--- src/rtl/serial_adder.sv ---
// Bit-serial N-bit adder: LSB-first full adder (two HA cells + OR) with a carry flip-flop.
// Optional SERIAL_ADDER_SUB_EN adds a sub input for a-b mod 2^N (carry=1 means no borrow).

module ha (
  input  logic a,
  input  logic b,
  output logic s,
  output logic c
);
  assign s = a ^ b;
  assign c = a & b;
endmodule

module serial_adder #(
  parameter int unsigned N = 8
) (
  input  logic         clk,
  input  logic         rst,
  input  logic         start,
`ifdef SERIAL_ADDER_SUB_EN
  input  logic         sub,
`endif
  input  logic [N-1:0] a,
  input  logic [N-1:0] b,
  output logic         busy,
  output logic         done,
  output logic [N-1:0] sum,
  output logic         carry
);
  localparam int unsigned CW = $clog2(N);

  typedef enum logic [1:0] {IDLE, RUN, DONE} state_t;

  state_t        state;
  logic [N-1:0]  a_sr;
  logic [N-1:0]  b_sr;
  logic [N-1:0]  ps;
  logic [CW-1:0] cnt;
  logic          c_ff;

  logic          s0, c0, s_bit, c1, c_next;
  logic [N-1:0]  ps_next;
  logic [N-1:0]  b_load;
  logic          c_init;

  // Full-adder bit cell closing the loop through c_ff
  ha u_ha0 (.a(a_sr[0]), .b(b_sr[0]), .s(s0),    .c(c0));
  ha u_ha1 (.a(s0),      .b(c_ff),    .s(s_bit), .c(c1));
  assign c_next  = c0 | c1;
  assign ps_next = (ps >> 1) | {s_bit, {(N-1){1'b0}}};

`ifdef SERIAL_ADDER_SUB_EN
  // Subtraction as a + ~b + 1
  assign b_load = sub ? ~b : b;
  assign c_init = sub;
`else
  assign b_load = b;
  assign c_init = 1'b0;
`endif

  always_ff @(posedge clk) begin
    if (rst) begin
      state <= IDLE;
      a_sr  <= '0;
      b_sr  <= '0;
      ps    <= '0;
      cnt   <= '0;
      c_ff  <= 1'b0;
      sum   <= '0;
      carry <= 1'b0;
      done  <= 1'b0;
      busy  <= 1'b0;
    end else begin
      case (state)
        IDLE: begin
          if (start) begin
            a_sr  <= a;
            b_sr  <= b_load;
            c_ff  <= c_init;
            ps    <= '0;
            cnt   <= '0;
            busy  <= 1'b1;
            state <= RUN;
          end
        end
        RUN: begin
          a_sr <= a_sr >> 1;
          b_sr <= b_sr >> 1;
          ps   <= ps_next;
          c_ff <= c_next;
          cnt  <= cnt + CW'(1);
          if (cnt == CW'(N-1)) begin
            sum   <= ps_next;
            carry <= c_next;
            done  <= 1'b1;
            state <= DONE;
          end
        end
        DONE: begin
          done  <= 1'b0;
          busy  <= 1'b0;
          state <= IDLE;
        end
        default: state <= IDLE;
      endcase
    end
  end
endmodule
--- config.mk ---
export PLATFORM = sky130hd
export DESIGN_NAME = serial_adder
export DESIGN_NICKNAME = d
export VERILOG_FILES = /design/src/rtl/serial_adder.sv
export SDC_FILE = /design/constraint.sdc
export NUM_CORES = 1
export LEC_CHECK = 0
export CAP_MARGIN = 20
export CORE_MARGIN = 5
export CORE_UTILIZATION = 55
export CTS_CLUSTER_SIZE = 40
export DETAILED_ROUTE_END_ITERATION = 10
export HOLD_SLACK_MARGIN = 0.05
export PLACE_DENSITY_LB_ADDON = 0.2
export SKIP_LAST_GASP = 1
export SLEW_MARGIN = 20
export SYNTH_ARGS = -nofsm -noshare
export SYNTH_HDL_FRONTEND = slang
export SYNTH_HIERARCHICAL = 1
export SYNTH_SLANG_ARGS = --single-unit
--- constraint.sdc ---
create_clock -name clk -period 2.86 [get_ports clk]
set_clock_uncertainty 0.1 [all_clocks]
set_input_delay 0.572 -clock clk [delete_from_list [all_inputs] [get_ports clk]]
set_output_delay 0.572 -clock clk [all_outputs]
set_load 0.02 [all_outputs]
==> impl_metrics.yaml, run 1 <==
pwr:
  p_int_mw: 0.734
  seq_power_share_pct: 60.4
  switchingPower_mw: 0.254
  power_frac_comb_pct: 12.7
  vdd_drop_max_v: 0.000280
  leakagePower_nw: 0.729
  power.density_nw_per_um2: 505
  finalPower_mw: 0.989
  swShare_pct: 25.7
  p_clk_share_pct: 26.9
drt:
  vias: 1247
  met1Wirelength_um: 1330
  viasPerCell: 5.57
  first_pass_iters: 4
  drc: 0
  drt_iter0_markers: 56
  top_layer: "met4"
  wl_met3_um: 171
  routedWlPerCell_um: 13.8
  ant_nets: 0
  wirelength_um: 3100
  met2WireLength_um: 1540
logic_synthesis:
  synth.yosys.warnings: 6
  syn_avg_cell_area_sq_um: 9.87
  postSynthCellCount: 167
  seq_area_frac_synth_pct: 48.6
  syn-num-nets: 190
  ys_types: 23
  ys_ff_latch: 40
  synth_area_sq_um: 1650
sta:
  hold_viol_final: 0
  rsz0062_at_grt: "no"
  post-route-min-period_ns: 1.99
  worst_slack_ns: 0.873
  drv_slew: 0
  clock.fmax_ghz: 0.503
  setup_viol: 0
  min_period_over_period_pct: 69.5
  whs_ns: 0.360
  slew_headroom_pct: 56.2
  tns_ns: 0
  tightest_slew_ns: 0.656
global_route:
  grt_overflow: 0
  antenna_found_initial: 0
  grt_usage_pct: 17.2
  grt_pass1_vias: 1308
  grt_max_degree: 41
  grt_pass1_wl_um: 5520
clock_tree:
  htreeDepth: 2
  clockRootBuffer: "clkbuf_4"
  clk_pin_slew_ns: 0.11
  cts.path.max_buffers: 2
  numCtsBuffers: 5
  cts_tree: "built"
  hold_buffers: 0
  cts_resized: 0
  clkLatencyLatePin_ns: 0.35
  cts_setup_buffers: 0
  numClockSinks: 40
cells_and_area:
  stdcell_count: 224
  utilization_pct: 69.8
  area_delta_synth_final_pct: 18.8
  drive_above_1_share_pct: 11.4
  antenna-diode-count: 0
  n_fill_cell: 243
  final_area_sq_um: 1960
  final_nets: 216
placement:
  dp_cells: 217
  routabilityCongestion: 0.748
  post_dp_cell_area_sq_um: 1910
  place.detailed.hpwl_um: 2210
  post-place-ws_ns: 0.597
  io_buffers: 29
status:
  outcome: "complete, no violations"
worst_hold_path:
  hold_path_end: "sum[6]"
  worstHoldStart: "sum[6]"
  min_path_cells: 2
  hp-class: "flop to flop"
critical_path:
  r2r_cells: 3
  max_stage_delay_ns: 0.61
  cp_top_family: "buffers and inverters"
  worstPathRequired_ns: 2.19
  r2r-end: "b_sr[5]"
  crit_chain: "clkdlybuf4s50_1"
  arrival_ns: 1.32
  critPathCaptureType: "output pin"
  cp_max_fo: 2
  crit_type: "flop to output pin"
  cp_slowest_cell: "clkdlybuf4s50_1"
  worst-path-buf-inv: 1
  timing.rr.start: "state[0]"
  start_kind: "flop"
  ff2ff_setup_slack_ns: 1.03
job:
  drv_cap: 0
floorplanning:
  dieArea_sq_um: 4190
  core_area_sq_um: 2810
  fp-row-count: 19
  initial_utilization_pct: 58.7
  die_y_um: 64.7
  pin_count: 30
  die_w_um: 64.7
## cell families after synthesis
| family | Yosys count | synth area share, % |
|---|---|---|
| AO/OA/AOI/OAI | 43 | 20.8 |
| adder cells (fa/ha/maj) | 4 | 3.04 |
| buffers and inverters | 15 | 6.00 |
| flip-flops | 40 | 48.6 |
| multiplexers | 14 | 8.50 |
| AND/OR/NAND/NOR | 51 | 13.1 |
## cell type report
cell class / count / area, sq um / share of cell area, %
Inverter: 2 / 7.51 / 0.383
Tap cell: 31 / 38.8 / 1.98
Timing Repair Buffer: 32 / 313 / 16.0
Clock inverter: 2 / 12.5 / 0.639
Clock buffer: 5 / 37.5 / 1.92
Sequential cell: 40 / 801 / 40.9
Multi-Input combinational cell: 112 / 748 / 38.2
## state kept, by name, indices dropped and copies added, names as in the netlist
name and count:
done 1, a_sr 8, ps 7, c_ff 1, state 2, busy 1
carry 1, sum 8, cnt 3, b_sr 8
## routing by layer
metal,GRT usage (%),up-vias
li1,-,636
met1,18.1,578
met2,30.0,27
met3,6.22,6
met4,8.71,0
met5,0,-
## cell usage in the layout (no fill, tap or decap)
cell	instances
dfxtp_1	40
clkdlybuf4s50_1	29
nor2_1	28
nand2_1	17
mux2i_1	14
a21oi_1	11
a22oi_1	11
a211oi_2	10
a211oi_1	7
clkbuf_4	5
ha_1	4
buf_4	3
o21ai_0	2
inv_1	2
nor3_1	2
and3b_1	1
nand3b_1	1
o21bai_1	1
o21ba_2	1
nor3b_2	1
and2b_1	1
clkinvlp_4	1
clkinv_2	1
## worst max-delay path by stage
stage,cells after the start,end,slack (ns),start
finish,1,sum[7],0.87,sum[7]
detailed placement,4,b_sr[5],0.60,start
floorplan,4,a_sr[0],1.50,start
global route,1,sum[5],0.80,sum[5]
CTS,1,sum[7],0.85,sum[7]
global placement,4,a_sr[0],0.74,start
## power by group through the flow
stage | registers, mW | clock network, mW | logic, mW
2_1_floorplan | 0.606 | 0 | 0.0929
3_3_place_gp | 0.609 | 0 | 0.121
3_5_place_dp | 0.610 | 0 | 0.126
4_1_cts | 0.598 | 0.278 | 0.127
5_1_grt | 0.602 | 0.307 | 0.138
6_report | 0.597 | 0.266 | 0.125
## cell usage after synthesis
| master | number | area [sq um] |
|---|---|---|
| a22oi_1 | 11 | 82.6 |
| nor2_1 | 28 | 105 |
| buf_6 | 3 | 33.8 |
| nor3b_2 | 1 | 12.5 |
| and3b_1 | 1 | 8.76 |
| o21ba_2 | 1 | 10.0 |
| clkbuf_1 | 4 | 15.0 |
| nor3_1 | 2 | 10.0 |
| o21ai_0 | 2 | 10.0 |
| and2b_1 | 1 | 7.51 |
| dfxtp_1 | 40 | 801 |
| nand2_1 | 17 | 63.8 |
| ha_1 | 4 | 50.1 |
| buf_8 | 1 | 15.0 |
| buf_2 | 4 | 20.0 |
| a21oi_1 | 11 | 55.1 |
| o21bai_1 | 1 | 7.51 |
| buf_4 | 1 | 7.51 |
| nand3b_1 | 1 | 7.51 |
| inv_1 | 2 | 7.51 |
| a211oi_2 | 10 | 125 |
| a211oi_1 | 7 | 52.6 |
| mux2i_1 | 14 | 140 |
Note: power is estimated with default switching activity, not from simulation.
==> inputs of run 2 (changes only) <==
--- a/config.mk
+++ b/config.mk
@@ -7,7 +7,7 @@
 export LEC_CHECK = 0
 export CAP_MARGIN = 20
 export CORE_MARGIN = 5
-export CORE_UTILIZATION = 55
+export CORE_UTILIZATION = 51
 export CTS_CLUSTER_SIZE = 40
 export DETAILED_ROUTE_END_ITERATION = 10
 export HOLD_SLACK_MARGIN = 0.05
==> constraint.sdc (replaced) <==
create_clock -name clk -period 1.91 [get_ports clk]
set_clock_uncertainty 0.1 [all_clocks]
set_input_delay 0.382 -clock clk [delete_from_list [all_inputs] [get_ports clk]]
set_output_delay 0.382 -clock clk [all_outputs]
set_load 0.02 [all_outputs]
==> run 2 against run 1 <==
Critical path type unchanged. Via count grew 1.4%. Critical path depth is the same. Highest routed layer unchanged. Sequential cell count is the same. Routed wire length up 7.5%.
==> impl_metrics.yaml, run 2 (synthesized netlist as in run 1, its figures left out) <==
status:
  outcome: "complete, no violations"
sta:
  hold_viol_final: 0
  rsz0062_at_grt: "no"
  drv_slew: 0
  worst_slack_ns: 0.121
  min_period_over_period_pct: 93.7
  clock.fmax_ghz: 0.559
  setup_viol: 0
  tightest_slew_ns: 0.430
  post-route-min-period_ns: 1.79
  tns_ns: 0
  slew_headroom_pct: 71.3
clock_tree:
  cts_tree: "built"
  cts_setup_buffers: 0
  numClockSinks: 40
  numCtsBuffers: 5
  clk_pin_slew_ns: 0.10
  cts_resized: 0
  hold_buffers: 0
  cts.path.max_buffers: 2
  clockRootBuffer: "clkbuf_4"
  clkLatencyLatePin_ns: 0.34
  htreeDepth: 2
cells_and_area:
  final_common_cell: "dfxtp_1"
  antenna-diode-count: 0
  area_delta_synth_final_pct: 23.7
  drive_above_1_share_pct: 12.6
  ff_latch_area_sq_um: 801
  n_fill_cell: 267
  final_nets: 220
  final_cell_mix: "40 x dfxtp_1, 29 x clkdlybuf4s50_1, 28 x nor2_1"
  top_regs: "a_sr (8), b_sr (8), sum (8)"
  utilization_pct: 66.2
  multi_input_area_sq_um: 748
critical_path:
  worst-path-buf-inv: 1
  ff2ff_setup_slack_ns: 0.36
  cp_slowest_cell: "clkdlybuf4s50_1"
  crit_chain: "clkdlybuf4s50_1"
  crit_type: "flop to output pin"
  cp_top_family: "buffers and inverters"
  max_stage_delay_ns: 0.61
  worstPathRequired_ns: 1.43
  critPathCaptureType: "output pin"
  r2r_cells: 5
  start_kind: "flop"
  cp.depth: 1
  arrival_ns: 1.31
  cp_max_fo: 2
global_route:
  grt_max_degree: 41
  antenna_found_initial: 0
  grt_pass1_wl_um: 5940
  grt_usage_pct: 17.6
  grt_pass1_vias: 1290
  grt_overflow: 0
drt:
  first_pass_iters: 5
  vias: 1264
  ant_nets: 0
  drc: 0
  wirelength_um: 3330
  drt_iter0_markers: 51
  routedWlPerCell_um: 13.7
  viasPerCell: 5.22
pwr:
  finalPower_mw: 1.53
  power.density_nw_per_um2: 752
  vdd_drop_max_v: 0.000520
  leakagePower_nw: 0.763
floorplanning:
  die_w_um: 66.8
  core_area_sq_um: 3080
  pin_count: 30
  fp-row-count: 20
  initial_utilization_pct: 53.5
  dieArea_sq_um: 4470
  die_y_um: 66.8
worst_hold_path:
  min_path_cells: 2
  hp-class: "flop to flop"
job:
  drv_cap: 0
placement:
  routabilityCongestion: 0.748
  place.detailed.hpwl_um: 2400
  io_buffers: 29
  post-place-ws_ns: 0.0844
-- run 2: cell count changes in the layout (fill, tap and decap cells not counted), sizes merged --
cell / change
buf: +4
clkbuf: +3
clkinv: -1
clkinvlp: -1
-- run 2: routing by layer --
layer | vias to the layer above | global-route usage (%) | part of all wire, %
li1 | 648 | - | -
met5 | - | 0 | 0
met1 | 581 | 21.0 | 43
met3 | 7 | 5.90 | 6.4
met4 | 0 | 6.85 | 2.1
met2 | 28 | 28.8 | 48
-- run 2: worst min-delay path, stage by stage, from the launching register on --
cell	delay, ns
dfxtp_1	0.32
nand2_1	0.05
a21oi_1	0.05
-- run 2: per-stage QoR --
step	instances	cell area (sq um)	hold slack (ns)
after floorplan	167	1650	0.332
after global placement	234	1980	0.345
after detailed placement	234	1980	0.347
after CTS	242	2040	0.357
after global routing	242	2040	0.386
final	242	2040	0.359
-- run 2: area by class of cell --
class,count,area share [%]
clock buffers,8,2.89
inverters,2,0.368
multi-input cells,112,36.7
flip-flops and latches,40,39.3
well taps,44,2.70
repair buffers,36,18.0
-- run 2: where the power goes --
part           internal, mW  switching, mW
Combinational         0.109          0.100
Sequential            0.870         0.0208
Clock                 0.182          0.252
-- run 2: final timing paths --
check	startpoint	to
hold reg to reg	ps[1]	sum[0]
setup reg to reg	cnt[0]	carry
setup / recovery	sum[6]	sum[6]
hold / removal	ps[1]	sum[0]
